### config.mk
export PLATFORM = sky130hd
export DESIGN_NAME = button_debouncer
export DESIGN_NICKNAME = d
export VERILOG_FILES = /design/src/rtl/button_debouncer_pkg.sv /design/src/rtl/button_debouncer_channel.sv /design/src/rtl/button_debouncer.sv
export SDC_FILE = /design/constraint.sdc
export NUM_CORES = 1
export LEC_CHECK = 0
export ABC_AREA = 0
export CORE_MARGIN = 2
export CORE_UTILIZATION = 50
export DETAILED_ROUTE_END_ITERATION = 10
export PLACE_DENSITY = 0.69
export SLEW_MARGIN = 20
export SYNTH_ARGS = -nofsm -noshare
export SYNTH_HDL_FRONTEND = slang
export SYNTH_SLANG_ARGS = --single-unit
### constraint.sdc
create_clock -name clk -period 7.2 [get_ports clk]
set_input_delay 1.44 -clock clk [delete_from_list [all_inputs] [get_ports clk]]
set_output_delay 1.44 -clock clk [all_outputs]
set_load 0.01 [all_outputs]
### src/rtl/button_debouncer_pkg.sv
// ---------------------------------------------------------------------------
// button_debouncer_pkg
// Shared definitions for the pushbutton debouncer:
//   db_state_t           per-channel FSM state encoding
//   DB_STABLE_1MS_50MHZ  stability window of 1 ms at a 50 MHz clock
//   db_params_ok()       parameter legality check used at elaboration
// ---------------------------------------------------------------------------
package button_debouncer_pkg;

  typedef enum logic {
    DB_IDLE     = 1'b0,
    DB_SETTLING = 1'b1
  } db_state_t;

  localparam int DB_STABLE_1MS_50MHZ = 50000;

  // The counter has to reach STABLE_CYCLES-1, so 2**cnt_w must cover
  // STABLE_CYCLES, and the window must be at least one sample long.
  function automatic bit db_params_ok(input int stable_cycles, input int cnt_w);
    longint span;
    span = longint'(1) << cnt_w;
    return (stable_cycles >= 1) && (cnt_w >= 1) && (span >= longint'(stable_cycles));
  endfunction

endpackage

### src/rtl/button_debouncer_channel.sv
// ---------------------------------------------------------------------------
// debounce_channel
// One debounced bit: 2-FF synchroniser, stability counter, 2-state FSM and
// registered rise/fall strobes.
//
// state       | meaning
// ------------+------------------------------------------------------------
// DB_IDLE     | synchronised input equals clean level, counter held at 0
// DB_SETTLING | input differs from clean level, counting equal samples
//
// Ports
//   clk         in   system clock
//   reset       in   asynchronous, active-high reset
//   raw         in   asynchronous raw pin
//   clean       out  debounced level (registered)
//   fall_pulse  out  1-cycle strobe on clean 1->0
//   rise_pulse  out  1-cycle strobe on clean 0->1
// ---------------------------------------------------------------------------
module debounce_channel
  import button_debouncer_pkg::*;
#(
  parameter int   STABLE_CYCLES = DB_STABLE_1MS_50MHZ,
  parameter int   CNT_W         = 16,
  parameter logic RESET_BIT     = 1'b1
) (
  input  logic clk,
  input  logic reset,
  input  logic raw,
  output logic clean,
  output logic fall_pulse,
  output logic rise_pulse
);

  if (!db_params_ok(STABLE_CYCLES, CNT_W)) begin : g_bad_params
    $error("debounce_channel: need 1 <= STABLE_CYCLES <= 2**CNT_W");
  end

  localparam logic [CNT_W-1:0] CNT_LAST = CNT_W'(STABLE_CYCLES - 1);
  localparam logic [CNT_W-1:0] CNT_ONE  = CNT_W'(1);

  logic             s1;
  logic             s2;
  logic [CNT_W-1:0] cnt;
  db_state_t        state;

  always_ff @(posedge clk or posedge reset) begin
    if (reset) begin
      s1         <= RESET_BIT;
      s2         <= RESET_BIT;
      clean      <= RESET_BIT;
      cnt        <= '0;
      state      <= DB_IDLE;
      fall_pulse <= 1'b0;
      rise_pulse <= 1'b0;
    end else begin
      s1         <= raw;
      s2         <= s1;
      // Strobes live for exactly one cycle unless re-asserted below.
      fall_pulse <= 1'b0;
      rise_pulse <= 1'b0;

      case (state)
        DB_IDLE: begin
          if (s2 != clean) begin
            if (STABLE_CYCLES == 1) begin
              // A single differing sample is already a full window.
              clean      <= s2;
              fall_pulse <= ~s2;
              rise_pulse <= s2;
            end else begin
              state <= DB_SETTLING;
              cnt   <= CNT_ONE;
            end
          end
        end

        DB_SETTLING: begin
          if (s2 == clean) begin
            // Bounced back before the window completed: discard.
            state <= DB_IDLE;
            cnt   <= '0;
          end else if (cnt == CNT_LAST) begin
            clean      <= s2;
            fall_pulse <= ~s2;
            rise_pulse <= s2;
            cnt        <= '0;
            state      <= DB_IDLE;
          end else begin
            cnt <= cnt + CNT_ONE;
          end
        end

        default: begin
          state <= DB_IDLE;
          cnt   <= '0;
        end
      endcase
    end
  end

endmodule

### src/rtl/button_debouncer.sv
// ---------------------------------------------------------------------------
// button_debouncer
// Conditions raw pushbuttons/switches for a PIO in_port with edge capture.
// Each bit is an independent debounce_channel; clean_out changes only after
// STABLE_CYCLES consecutive synchronised samples differ from it, so the PIO
// sees one edge per physical press. Reset to RESET_VALUE (idle-high buttons)
// avoids a spurious falling edge at reset release.
//
// Ports
//   clk         in   system clock
//   reset       in   asynchronous, active-high reset
//   raw_in      in   [WIDTH] asynchronous raw pins, may bounce
//   clean_out   out  [WIDTH] debounced level, registered
//   fall_pulse  out  [WIDTH] 1-cycle strobe per bit on clean 1->0
//   rise_pulse  out  [WIDTH] 1-cycle strobe per bit on clean 0->1
// ---------------------------------------------------------------------------
module button_debouncer
  import button_debouncer_pkg::*;
#(
  parameter int               WIDTH         = 8,
  parameter int               STABLE_CYCLES = DB_STABLE_1MS_50MHZ,
  parameter int               CNT_W         = 16,
  parameter logic [WIDTH-1:0] RESET_VALUE   = '1
) (
  input  logic             clk,
  input  logic             reset,
  input  logic [WIDTH-1:0] raw_in,
  output logic [WIDTH-1:0] clean_out,
  output logic [WIDTH-1:0] fall_pulse,
  output logic [WIDTH-1:0] rise_pulse
);

  for (genvar i = 0; i < WIDTH; i++) begin : g_ch
    debounce_channel #(
      .STABLE_CYCLES (STABLE_CYCLES),
      .CNT_W         (CNT_W),
      .RESET_BIT     (RESET_VALUE[i])
    ) u_ch (
      .clk        (clk),
      .reset      (reset),
      .raw        (raw_in[i]),
      .clean      (clean_out[i]),
      .fall_pulse (fall_pulse[i]),
      .rise_pulse (rise_pulse[i])
    );
  end

endmodule

## Word-level counts from Yosys, hierarchy flattened

Index checks and enable logic that the tools add are counted.

| storage, ports and cells | value |
|---|---|
| register bits after elaboration | 176 |
| input bits | 10 |
| logic and storage cells | 240 |
| output and inout port bits | 24 |

| cells by class | value |
|---|---|
| reductions and logical operators | 8 |
| equality and inequality tests | 32 |
| bitwise logic cells | 24 |
| muxes and demuxes | 112 |
| add/sub/neg operators | 8 |

Operator list:

| operator | count |
|---|---|
| 16-bit 2-to-1 mux | 24 |
| 16-bit case mux with 2 select lines | 8 |
| 16-bit by 1-bit adder with 16-bit output, second input constant | 8 |
| 16-bit equality test, second input constant | 8 |
| 1-bit 2-to-1 mux | 72 |
| 1-bit NOT | 24 |
| 3-bit AND reduction | 8 |
| 2-bit by 1-bit != test with 1-bit output, second input constant | 8 |
| 1-bit case mux with 2 select lines | 8 |
| 1-bit equality test | 8 |
| 1-bit != test | 8 |

## Depth between registers and ports, before layout

Gate-level depths: netlist of run 1.

| depth | value |
|---|---|
| depth in word-level cells | 4 |
| mapped depth | 7 |

## Modules after synthesis

From an unflattened synthesis of run 1, not the netlist that was laid out.

| second synthesis, totals | value |
|---|---|
| cells, all modules | 975 |
| area total of the unflattened synthesis | 9401.5 µm² |

Modules (own cells, without submodules):

| module | instances | sequential area each (µm²) | cells each | area an instance (µm²) |
|---|---|---|---|---|
| debounce_channel (g_ch[0].u_ch ...) | 7 | 554.3 | 122 | 1178.6 |
| debounce_channel (g_ch[7].u_ch) | 1 | 554.3 | 121 | 1151.1 |

## Least setup slack after synthesis of run 1

Ideal clock, no wire load.

| timing path | value |
|---|---|
| path type | register -> output |
| from | reg g_ch[1].u_ch.clean |
| to | out clean_out[1] |
| cell stages (with the launch flop) | 2 |
| buffers on the path | 1 |
| arrival time | 0.674 ns |
| slack | 5.086 ns |
| path through | dfstp_2 -> buf_4 |

RTL lines:

| item | line | source |
|---|---|---|
| from (decl) | button_debouncer_channel.sv:29 | `output logic clean,` |
| from (signal assigned) | button_debouncer_channel.sv:50 | `clean <= RESET_BIT;` |
| from (signal assigned) | button_debouncer_channel.sv:67 | `clean <= s2;` |
| from (signal assigned) | button_debouncer_channel.sv:83 | `clean <= s2;` |
| to (decl) | button_debouncer.sv:28 | `output logic [WIDTH-1:0] clean_out,` |

No word-level cell between the ends.

## Worst setup path after layout of run 1

| timing path | value |
|---|---|
| from | reg g_ch[1].u_ch.clean |
| to | out clean_out[1] |

No word-level cell between the ends.

==> summary by stage, run 1 <==
Run status
The run finished with clean final reports.

Detailed routing
For this run, design rule violations remaining after detail routing come to 0. The number of iterations in the first detailed-routing pass is 10. Dividing the detail-routed wire length by the instance count gives about 16 um. The iteration-0 DRC count of the detailed router is approximately 590.

The routed design has around 19,000 um of wire. In this run the remaining antenna-violating nets after routing total 0. The detailed router placed around 7,700 vias in this run. Using the TritonRoute via totals, the vias-per-cell ratio works out to between 6 and 7.

Clock network
Clock-pin slew was measured on the worst setup and hold paths at roughly 0.070 ns. The clock tree from TritonCTS is done. In this run, post-CTS hold repair placed 0 buffers. The number of buffers inserted during clock tree synthesis is 17.

The longest clock path from root to sink contains 2 buffers. The clock sink total is between 150 and 200. Post-CTS timing repair inserted 0 buffers for setup. The total number of H-tree levels is 4. The quantity of gates resized following cts is 0. The clock latency of the later-clocked register in the worst-skew pair is roughly 0.43 ns. In this run the clock root is driven by a sky130_fd_sc_hd__clkbuf_16.

Place
Detailed placement ended at an HPWL of around 12,000 um. Input and output buffers added on the ports amount to 33. The instance area at placement is a little under 10,000 um^2. The setup slack at placement is 3.88 ns. At the end of routability-driven placement, the weighted congestion stood at approximately 0.8.

Worst setup path
Walking the worst path, the cells encountered are clkdlybuf4s50_1. For this design, the slowest cell found on the critical path is sky130_fd_sc_hd__dfstp_2. For this run, the slowest stage of the critical path takes a little under 0.6 ns. The critical path class is reg2out. STA classifies the critical path endpoint as a primary output. The endpoint arrival time on the critical path is approximately 1.6 ns.

The worst setup path is launched from a flip-flop. The critical path data required time is about 5.8 ns. The kind of cell with the highest combined delay on the critical path is flip-flops. The worst path buffer plus inverter count is 1. Along the worst path, the maximum fanout reaches 6.

Final layout
0 antenna diodes ended up in the layout. Once layout is done, the placed cells without fillers occupy between 10,000 and 15,000 um^2. The final-stage net count is about 980. The layout-stage area growth over the synthesis result is 8.97%. The layout cell share with drive strength beyond 1 is 8.45%.

GRT
The initial antenna violation count is 0. The first global-routing pass estimated around 33,000 um of wire. The overall overflow remaining after global route is 0. Global routing consumed, over all layers together, around 20% of the routing resources. The number of global-route vias before repair is 6,881.

The pin count of the biggest net entering global routing is 129.

Synthesis
The area share of fa/ha/maj cells after synthesis is under 10%. The post-synthesis net count is a little under 1,000. The synthesized netlist devotes about 17% of its cell area to compound gates.

sky130_fd_sc_hd__dfrtp_1 takes more of the synthesized area than any other cell. The count of mapped cells out of synthesis is approximately 1,000. Sorting the synthesized cells by area gives the leading types as sky130_fd_sc_hd__dfrtp_1 40%, sky130_fd_sc_hd__dfstp_2 6.6%, sky130_fd_sc_hd__nor4_1 3.1%. The number of synthesized flops with an enable pin is 0.

The most used flip-flop cell after synthesis is sky130_fd_sc_hd__dfrtp_1. The share of synthesized area occupied by flip-flops and latches is about 47%. In this run, synthesis produced a sequential element count of ~180. The synthesized netlist contains 67 unique library cells. By count the netlist is led by 152 x sky130_fd_sc_hd__dfrtp_1, 70 x sky130_fd_sc_hd__nand2_1, 52 x sky130_fd_sc_hd__nand3_1. The area share of xor/xnor cells in the synthesized design is under 10%.

Summing the areas of all and, or, nand and nor instances in the mapped netlist gives between 20% and 30% of the synthesized area. The number of synthesis warnings is 0. By instance count, the leading cell after synthesis is sky130_fd_sc_hd__dfrtp_1.

In this run the cell area of the synthesized design comes to around 9500 um^2. The fraction of post-synthesis cell area in the top cell type by area is 39.9%. The portion of synthesized area spent on multiplexers is ~1.5%. By area, the combinational part of the netlist is dominated by simple AND/OR/NAND/NOR gates.

Of all flip-flops after synthesis, the portion carrying an async set or reset was between 90% and 100%. The mean instance size in the synthesized netlist is ~10 um^2.

Flow run
The max-capacitance violation count is 0.

Timing
The final hold violation count is 0. The final-report max-slew violation count is 0. The clock period could shrink to about 3.0 ns. The worst path setup slack after routing is around 4.2 ns. The setup clock skew after layout is 0.00902 ns.

Dividing the final minimum period by the clock period gives about 42%. The actual transition at the worst max-transition pin is ~0.96 ns. For the final routed database, the setup TNS stands at 0 ns. The highest attainable clock frequency is around 330 MHz.

Setup repair after global routing left no endpoint under its margin. The worst pin sits at a relative slew slack of 35.2%. The final number of setup-violating endpoints is 0.

Floorplanning
The floorplan step set the die width to about 140 um. In this run the count of I/O pins placed on the die edge is 34. The placeable core region is roughly 19,000 um^2.

Once the floorplan was initialized, standard cells occupied between 50% and 60% of the core. The initialized floorplan defines 50 standard-cell rows. Measured along the y axis, the die boundary spans ~140 um. The floorplan step defined a die boundary enclosing ~20,000 um^2.

Pwr
The total power of the final layout is 2.08 mW. In this run the static leakage power is slightly below 4 nW. The worst-case IR drop observed on VDD is ~140 uV. The areal power density over the cells is between 200 and 250 nW/um^2.

Min path
The type of the worst min-delay path is reg2reg.
[layout by cell type, fill, tap and decap left out, types with 14 or more instances in the layout]
master / instances
sky130_fd_sc_hd__o311ai_0: 28
sky130_fd_sc_hd__inv_1: 30
sky130_fd_sc_hd__nor3_1: 33
sky130_fd_sc_hd__nor4_1: 47
sky130_fd_sc_hd__nand3_1: 52
sky130_fd_sc_hd__clkdlybuf4s50_1: 33
sky130_fd_sc_hd__or4_1: 14
sky130_fd_sc_hd__a31oi_1: 32
sky130_fd_sc_hd__dfrtp_1: 152
sky130_fd_sc_hd__nand2_1: 70
sky130_fd_sc_hd__dfstp_2: 24
sky130_fd_sc_hd__nor2_1: 43
sky130_fd_sc_hd__nand4_1: 36
sky130_fd_sc_hd__nor3b_1: 31
sky130_fd_sc_hd__xor2_1: 16
sky130_fd_sc_hd__o31ai_1: 21
sky130_fd_sc_hd__o21a_1: 26
sky130_fd_sc_hd__o21ai_0: 26
sky130_fd_sc_hd__clkbuf_16: 17
sky130_fd_sc_hd__a21oi_1: 16
sky130_fd_sc_hd__a22o_1: 32
[flip-flops by register name, indices dropped and copies added (netlist names)]
register / count
g_ch.u_ch.cnt: 128
g_ch.u_ch.state: 8
g_ch.u_ch.s2: 8
g_ch.u_ch.clean: 8
g_ch.u_ch.s1: 8
g_ch.u_ch.rise_pulse: 8
g_ch.u_ch.fall_pulse: 8
[cell type report]
type / count / area [um^2]
sequential: 176 / 4430
clock inverter: 11 / 130
timing repair buffer: 35 / 345
clock buffer: 21 / 450
tap: 234 / 293
multi-input combinational: 696 / 4610
fill: 1670 / 8320
inverter: 31 / 124
[layer usage]
layer	vias to the layer above	track usage (%)	wire, um
li1	3726	-	-
met1	3782	28.8	9650
met2	170	30.9	8830
met3	15	4.27	786
met4	0	5.00	214
met5	-	0	0
[kinds of logic after synthesis]
logic type                 count (synthesis)
xor gates and xnor gates                  23
buffers and inverters                    101
muxes                                     13
and+or+nand+nor                          426
AOI/OAI and AO/OA                        226
adders and majority gates                  8
DFF                                      176
[worst paths after layout]
path	cells past startpoint	endpoint	slack [ns]	from
setup / recovery	1	clean_out[1]	4.21	g_ch[1].u_ch.clean
hold / removal	0	g_ch[5].u_ch.s2	0.36	g_ch[5].u_ch.s1
setup reg to reg	5	g_ch[7].u_ch.cnt[15]	4.34	g_ch[7].u_ch.cnt[4]
hold reg to reg	0	g_ch[5].u_ch.s2	0.36	g_ch[5].u_ch.s1
max in group asynchronous	3	g_ch[6].u_ch.cnt[10]	4.49	reset
min in group asynchronous	2	g_ch[0].u_ch.rise_pulse	1.59	reset
[stage by stage]
stage | hold WS, ns | cells | utilization [%]
2_1_floorplan | 0.345 | 973 | -
3_3_place_gp | 0.346 | 1172 | 52.4
3_5_place_dp | 0.348 | 1172 | 52.4
4_1_cts | 0.354 | 1204 | 55.5
5_1_grt | 0.357 | 1204 | 55.5
6_report | 0.355 | 1204 | 55.5
[power breakdown]
part	internal, mW	switching, mW
clock	0.524	0.392
sequential	1.02	0.0328
combinational	0.0420	0.0748
total	1.59	0.499
(Power assumes the default switching activity.)
==> run 2, diff against run 1 <==
clock period = 2.96 ns   (was 7.2 ns; I/O delays follow)
==> summary by stage, run 2 (synthesis gave the netlist of run 1 again) <==
Place
The number of buffer cells added on primary ports is 33 (unchanged). The final estimated routing congestion in global placement came to 0.870 (+7.5%). The half-perimeter wire length of the detailed placement result is 12,800 um (+4.4%).

Clock network
The clock latency of the later-clocked register in the worst-skew pair is 0.43 ns (about the same). TritonCTS built the clock tree. The clock sink total is 176 (unchanged). The maximum root-to-sink buffer count is 2 (unchanged). The cell at the root of the clock tree is sky130_fd_sc_hd__clkbuf_16. The clock edge transition at the registers on the reported setup and hold paths is 0.07 ns (about the same).

The number of buffers inserted during clock tree synthesis is 17 (unchanged). The quantity of gates resized following cts is 0 (unchanged). The total of hold buffers inserted after clock tree synthesis is 0 (unchanged). The number of setup buffers added after CTS is 0 (unchanged).

The total number of H-tree levels came to 4 (unchanged).

Final layout
The final-stage net count is 985 (+1.0%). The leading cell type in the layout, fill and taps excluded is sky130_fd_sc_hd__dfrtp_1. The flip-flop count of the largest register after layout is 128 (unchanged). The layout cell share with drive strength beyond 1 is 9.49% (+1.0 points). In the layout the commonest cells are 152 x sky130_fd_sc_hd__dfrtp_1, 70 x sky130_fd_sc_hd__nand2_1, 52 x sky130_fd_sc_hd__nand3_1, 47 x sky130_fd_sc_hd__nor4_1, 43 x sky130_fd_sc_hd__nor2_1.

Compared with the post-synthesis result, the final layout area differs by 10.6%. The number of antenna cells inserted is 0 (unchanged). The register with the most flip-flops is g_ch.u_ch.cnt.

Flow run
The max-capacitance violation count is 0 (unchanged).

Timing
The final-report max-slew violation count is 0 (unchanged). Setup repair after global routing left no endpoint under its margin. The worst slack on hold paths was 0.349 ns (-0.00629 ns). The setup clock skew after layout was 0.0104 ns (+0.00137 ns).

The total negative slack for setup checks is 0 ns (unchanged). The clock period could shrink to between 2 and 2.5 ns. The final number of setup-violating endpoints is 0 (unchanged).

The relative slew slack is 47.9% (+13 points). For this run, the top clock speed supported by timing is around 440 MHz. The actual transition at the worst max-transition pin is 0.780 ns (-0.185 ns).

The period utilization is 76.9%. The final hold violation count came to 0 (unchanged).

Floorplanning
The die height is 142 um (unchanged). The top-level port count came to 34 (unchanged). The horizontal die dimension is 142 um (unchanged). The full die area is 20,200 um^2 (unchanged). The initial core utilization is 51.0% (unchanged). The number of standard-cell rows in the floorplan is 50 (unchanged). The placeable core region came to 18,700 um^2 (unchanged).

Worst setup path
The endpoint arrival time on the critical path is 2.63 ns (+1.08 ns). The critical path ends at g_ch[5].u_ch.clean. The critical path data required time was 3.32 ns (-2.44 ns). The largest driver fanout on the critical path came to 22 (+16). The critical path goes through or4b_1 > or4_4 > or2_4 > mux2_4.

The element type at the critical path start is a flip-flop. The worst setup path is of the reg2reg kind. The delay of the slowest cell on the worst path is 0.67 ns (+0.09 ns). In this run the critical register-to-register path is captured at g_ch[5].u_ch.clean. The worst reg2reg path startpoint is g_ch[5].u_ch.cnt[7].

The minimum setup slack among reg-to-reg paths is 0.68 ns (-3.66 ns). The depth of the worst register-to-register path was 4 (-1). The worst-path cell with the longest stage delay is sky130_fd_sc_hd__or4_4. The launch point of the worst path is g_ch[5].u_ch.cnt[7]. The endpoint kind of the worst setup timing path is a flip-flop.

GRT
The initial antenna violation count is 0 (unchanged). The global-route wire length before repair is 33,700 um (+1.1%). The total routing resource utilization after global routing is 20.0% (+0.031 points). The overall overflow remaining after global route was 0 (unchanged). The number of global-route vias before repair was 7,046 (+2.4%).

The pin count of the biggest net entering global routing is 60 (-53%).

Pwr
The static leakage power came to 4.06 nW (+2.4%). The largest voltage drop on the vdd net is 371 uV (+170%). The areal power density over the cells was 500 nW/um^2 (+150%).

Detailed routing
The per-cell routed wire length was 16.0 um (-1.1%). The routed via count divided by cell count was 6.21 (-2.7%). The number of iterations in the first detailed-routing pass was 7 (-3).

The number of routed nets with antenna violations is 0 (unchanged). The post-detailed-route DRC marker count came to 0 (unchanged). The vias after detailed routing is 7,544 (-1.9%). The wire length after detailed routing is 19,400 um (-0.25%). The iteration-0 DRC count of the detailed router is 399 (-32%).

Run status
The run finished with clean final reports.

Min path
The type of the worst min-delay path is reg2reg.
-- run 2: metal layers --
| metal | wire length (um) | part of all wire (%) | GRT usage (%) |
|---|---|---|---|
| met1 | 9550 | 49 | 28.1 |
| met5 | 0 | 0 | 0 |
| met2 | 8980 | 46 | 31.9 |
| met4 | 191 | 0.98 | 5.79 |
| met3 | 712 | 3.7 | 3.67 |
-- run 2: power by group --
part | internal, mW | switching (mW)
registers | 2.48 | 0.0789
clock network | 1.50 | 0.921
logic | 0.112 | 0.182
total | 4.09 | 1.18
-- run 2: layout make-up --
cell class                      count  area [um^2]
Clock buffer                       23          488
Clock inverter                      9          155
Fill cell                        1581         8160
Inverter                           31          120
Multi-Input combinational cell    696         4610
Sequential cell                   176         4430
Tap cell                          234          293
Timing Repair Buffer               45          445
-- run 2: metrics by stage --
step / power, mW / utilization (%) / std cells / cell area [um^2] / worst slack [ns]
after global routing: 5.48 / 56.4 / 1214 / 10500 / 0.616
after floorplan: 2.80 / - / 973 / 9540 / 0.135
after global placement: 2.89 / 52.9 / 1182 / 9900 / 0.716
after detailed placement: 2.90 / 52.9 / 1182 / 9900 / 0.692
after CTS: 5.34 / 56.4 / 1214 / 10500 / 0.686
final: 5.28 / 56.4 / 1214 / 10500 / 0.683
-- run 2: worst max-delay path: cells and delay by family, from the launching register on --
kind	cells	cell delay, ns
simple gates	3	1.48
flops	1	0.43
mux	1	0.29
-- run 2: worst min-delay path by stage --
stage	slack (ns)	cells past startpoint	to	start
floorplan	0.35	0	g_ch[0].u_ch.s2	g_ch[0].u_ch.s1
global placement	0.35	0	g_ch[7].u_ch.s2	g_ch[7].u_ch.s1
detailed placement	0.35	0	g_ch[1].u_ch.s2	g_ch[1].u_ch.s1
CTS	0.35	0	g_ch[1].u_ch.s2	g_ch[1].u_ch.s1
global route	0.36	0	g_ch[1].u_ch.s2	g_ch[1].u_ch.s1
finish	0.35	0	g_ch[1].u_ch.s2	g_ch[1].u_ch.s1
==> run 3, diff against run 2 <==
clock period = 2.28 ns   (was 2.96 ns; I/O delays follow)
==> summary by stage, run 3 (synthesis gave the netlist of run 1 again) <==
Floorplanning
The die height is 142 um (unchanged). The horizontal die dimension is 142 um (unchanged). The full die area is 20,200 um^2 (unchanged). The initial core utilization was 51.0% (unchanged). The top-level port count is 34 (unchanged). The placeable core region came to 18,700 um^2 (unchanged). The number of standard-cell rows in the floorplan was 50 (unchanged).

Clock network
The clock latency of the later-clocked register in the worst-skew pair was 0.43 ns (about the same). The number of setup buffers added after CTS is 0 (unchanged). The clock tree from TritonCTS is done. The total of hold buffers inserted after clock tree synthesis is 0 (unchanged).

The total number of H-tree levels is 4 (unchanged). The clock edge transition at the registers on the reported setup and hold paths came to 0.07 ns (about the same). The number of buffers inserted during clock tree synthesis came to 17 (unchanged). The quantity of gates resized following cts is 0 (unchanged). The cell at the root of the clock tree is sky130_fd_sc_hd__clkbuf_16. The clock sink total is 176 (unchanged). The maximum root-to-sink buffer count is 2 (unchanged).

Worst setup path
STA classifies the critical path startpoint as a flip-flop. The critical path data required time is 2.64 ns (-0.68 ns). The worst-path cell with the longest stage delay is sky130_fd_sc_hd__or4_4. The minimum setup slack among reg-to-reg paths is 0.08 ns (-0.60 ns). The largest driver fanout on the critical path is 11 (-50%). The worst path buffer plus inverter count is 0 (unchanged). The endpoint arrival time on the critical path was 2.55 ns (-0.08 ns). The capture instance of the worst register-to-register path is g_ch[5].u_ch.clean.

The critical path goes through or4b_1 > or4_4 > or2_4 > mux2_4. The delay of the slowest cell on the worst path is 0.61 ns (-0.06 ns). The worst reg2reg path startpoint is g_ch[5].u_ch.cnt[11]. The depth of the worst register-to-register path came to 4 (unchanged). The critical path is of the reg2reg type. On the critical path the largest part of the delay comes from simple AND/OR/NAND/NOR gates.

The worst setup path is captured at a flip-flop.

Place
The number of buffer cells added on primary ports is 33 (unchanged). The instance area at placement is 10,100 um^2 (+1.9%). The half-perimeter wire length of the detailed placement result is 13,100 um (+2.0%). The final estimated routing congestion in global placement is 0.868 (-0.14%). The placed cell count is 1,207 (+2.1%). The setup slack at placement is 0.0972 ns (-0.595 ns).

Final layout
The layout cell share with drive strength beyond 1 came to 11.7% (+2.3 points). The fraction of the core area covered by cells at the end of the flow is 57.2% (+0.87 points). The multi-input logic area is 4610 um^2 (unchanged).

The count of filler cells inserted in the layout was 1,654 (+4.6%). The number of standard cells in the final layout excluding fillers is 1,239 (+2.1%). The layout-stage area growth over the synthesis result is 12.3%.

The register with the most flip-flops is g_ch.u_ch.cnt. The number of antenna cells inserted is 0 (unchanged). The flip-flop count of the largest register after layout is 128 (unchanged). The final-stage net count is 1,010 (+2.5%). The library cells used most frequently in the layout, excluding fill and tap cells, are 152 x sky130_fd_sc_hd__dfrtp_1, 70 x sky130_fd_sc_hd__nand2_1, 52 x sky130_fd_sc_hd__nand3_1, 47 x sky130_fd_sc_hd__nor4_1, 43 x sky130_fd_sc_hd__nor2_1. The final design instance area without fill is 10,700 um^2 (+1.5%). The leading cell type in the layout, fill and taps excluded is sky130_fd_sc_hd__dfrtp_1. The register area came to 4430 um^2 (unchanged).

Timing
The final number of setup-violating endpoints came to 0 (unchanged). The highest attainable clock frequency came to 455 MHz (+3.7%). The worst path setup slack after routing is 0.0842 ns (-0.599 ns). The final hold violation count is 0 (unchanged). The final-report max-slew violation count is 0 (unchanged). The setup clock skew after layout is 0.00968 ns (-0.000710 ns). Setup repair after global routing left no endpoint under its margin. The period utilization is 96.3% (+19 points). The time the worst path needs with I/O delays and setup is 2.20 ns (-0.0815 ns). The actual transition at the worst max-transition pin is 0.771 ns (-0.00830 ns).

The relative slew slack is 48.4% (+0.49 points).

Detailed routing
The vias after detailed routing came to 7,791 (+3.3%). The per-cell routed wire length was 16.3 um (+2.0%). The number of routed nets with antenna violations is 0 (unchanged). The post-detailed-route DRC marker count is 0 (unchanged). The number of iterations in the first detailed-routing pass is 5 (-2).

The wire length after detailed routing is 20,200 um (+4.1%). The routed via count divided by cell count is 6.29 (+1.2%). The iteration-0 DRC count of the detailed router was 507 (+27%).

Run status
The run finished with clean final reports.

GRT
The global-route wire length before repair is 35,300 um (+4.6%). The number of global-route vias before repair is 7,450 (+5.7%). The overall overflow remaining after global route is 0 (unchanged). The pin count of the biggest net entering global routing is 81 (+35%). The initial antenna violation count is 0 (unchanged).

The total routing resource utilization after global routing is 21.0% (+0.96 points).

Pwr
The areal power density over the cells is 634 nW/um^2 (+27%). The total power of the final layout is 6.79 mW (+29%). The largest voltage drop on the vdd net was 500 uV (+35%). The static leakage power is 4.16 nW (+2.4%).

Min path
The number of cells on the worst hold path is 0 (unchanged). In this run the most critical hold path is launched from g_ch[1].u_ch.s1. The path class of the tightest hold or removal check is reg2reg. The path with the worst hold slack has its endpoint at g_ch[1].u_ch.s2.

Flow run
The max-capacitance violation count came to 0 (unchanged).
-- run 3: cell count changes in the layout (fill, tap and decap cells not counted), sizes merged --
cell      previous run  this run
bufinv               4         3
buf                 12        37
clkinv               4         2
clkinvlp             2         5
-- run 3: per-stage QoR --
| step | hold slack (ns) | TNS [ns] |
|---|---|---|
| after floorplan | 0.345 | -62.17 |
| after CTS | 0.354 | 0 |
| after detailed placement | 0.347 | 0 |
| final | 0.350 | 0 |
| after global placement | 0.346 | 0 |
| after global routing | 0.360 | 0 |
-- run 3: how the worst max path moves through the flow --
stage | from | endpoint | cells past startpoint
2_1_floorplan | reset | g_ch[0].u_ch.cnt[0] | 1
3_3_place_gp | g_ch[5].u_ch.cnt[11] | g_ch[5].u_ch.clean | 4
3_5_place_dp | g_ch[5].u_ch.cnt[11] | g_ch[5].u_ch.clean | 4
4_1_cts | g_ch[5].u_ch.cnt[11] | g_ch[5].u_ch.clean | 4
5_1_grt | g_ch[7].u_ch.cnt[11] | g_ch[7].u_ch.fall_pulse | 5
6_report | g_ch[5].u_ch.cnt[11] | g_ch[5].u_ch.clean | 4
-- run 3: per-layer routing --
metal | wire length, um | GRT usage (%)
met5 | 0 | 0
met4 | 153 | 6.11
met2 | 9630 | 33.5
met3 | 739 | 3.60
met1 | 9710 | 29.5
-- run 3: power by group --
| group | total (mW) | internal (mW) | switching [mW] | leakage [nW] |
|---|---|---|---|---|
| combinational | 0.411 | 0.162 | 0.249 | 1.54 |
| sequential | 3.32 | 3.22 | 0.0991 | 2.33 |
| clock | 3.06 | 1.84 | 1.22 | 0.291 |
-- run 3: area by class of cell --
cell class,count,share of cell area [%]
Clock buffer,23,4.56
Clock inverter,9,1.22
Inverter,31,1.12
Multi-Input combinational cell,696,43.0
Sequential cell,176,41.4
Tap cell,234,2.73
Timing Repair Buffer,70,5.91
-- run 3: worst register-to-register path, delay by kind of cell, from the launching register on --
kind,cells,cell delay (ns)
flip-flops,1,0.41
AND/OR/NAND/NOR,3,1.42
multiplexers,1,0.29
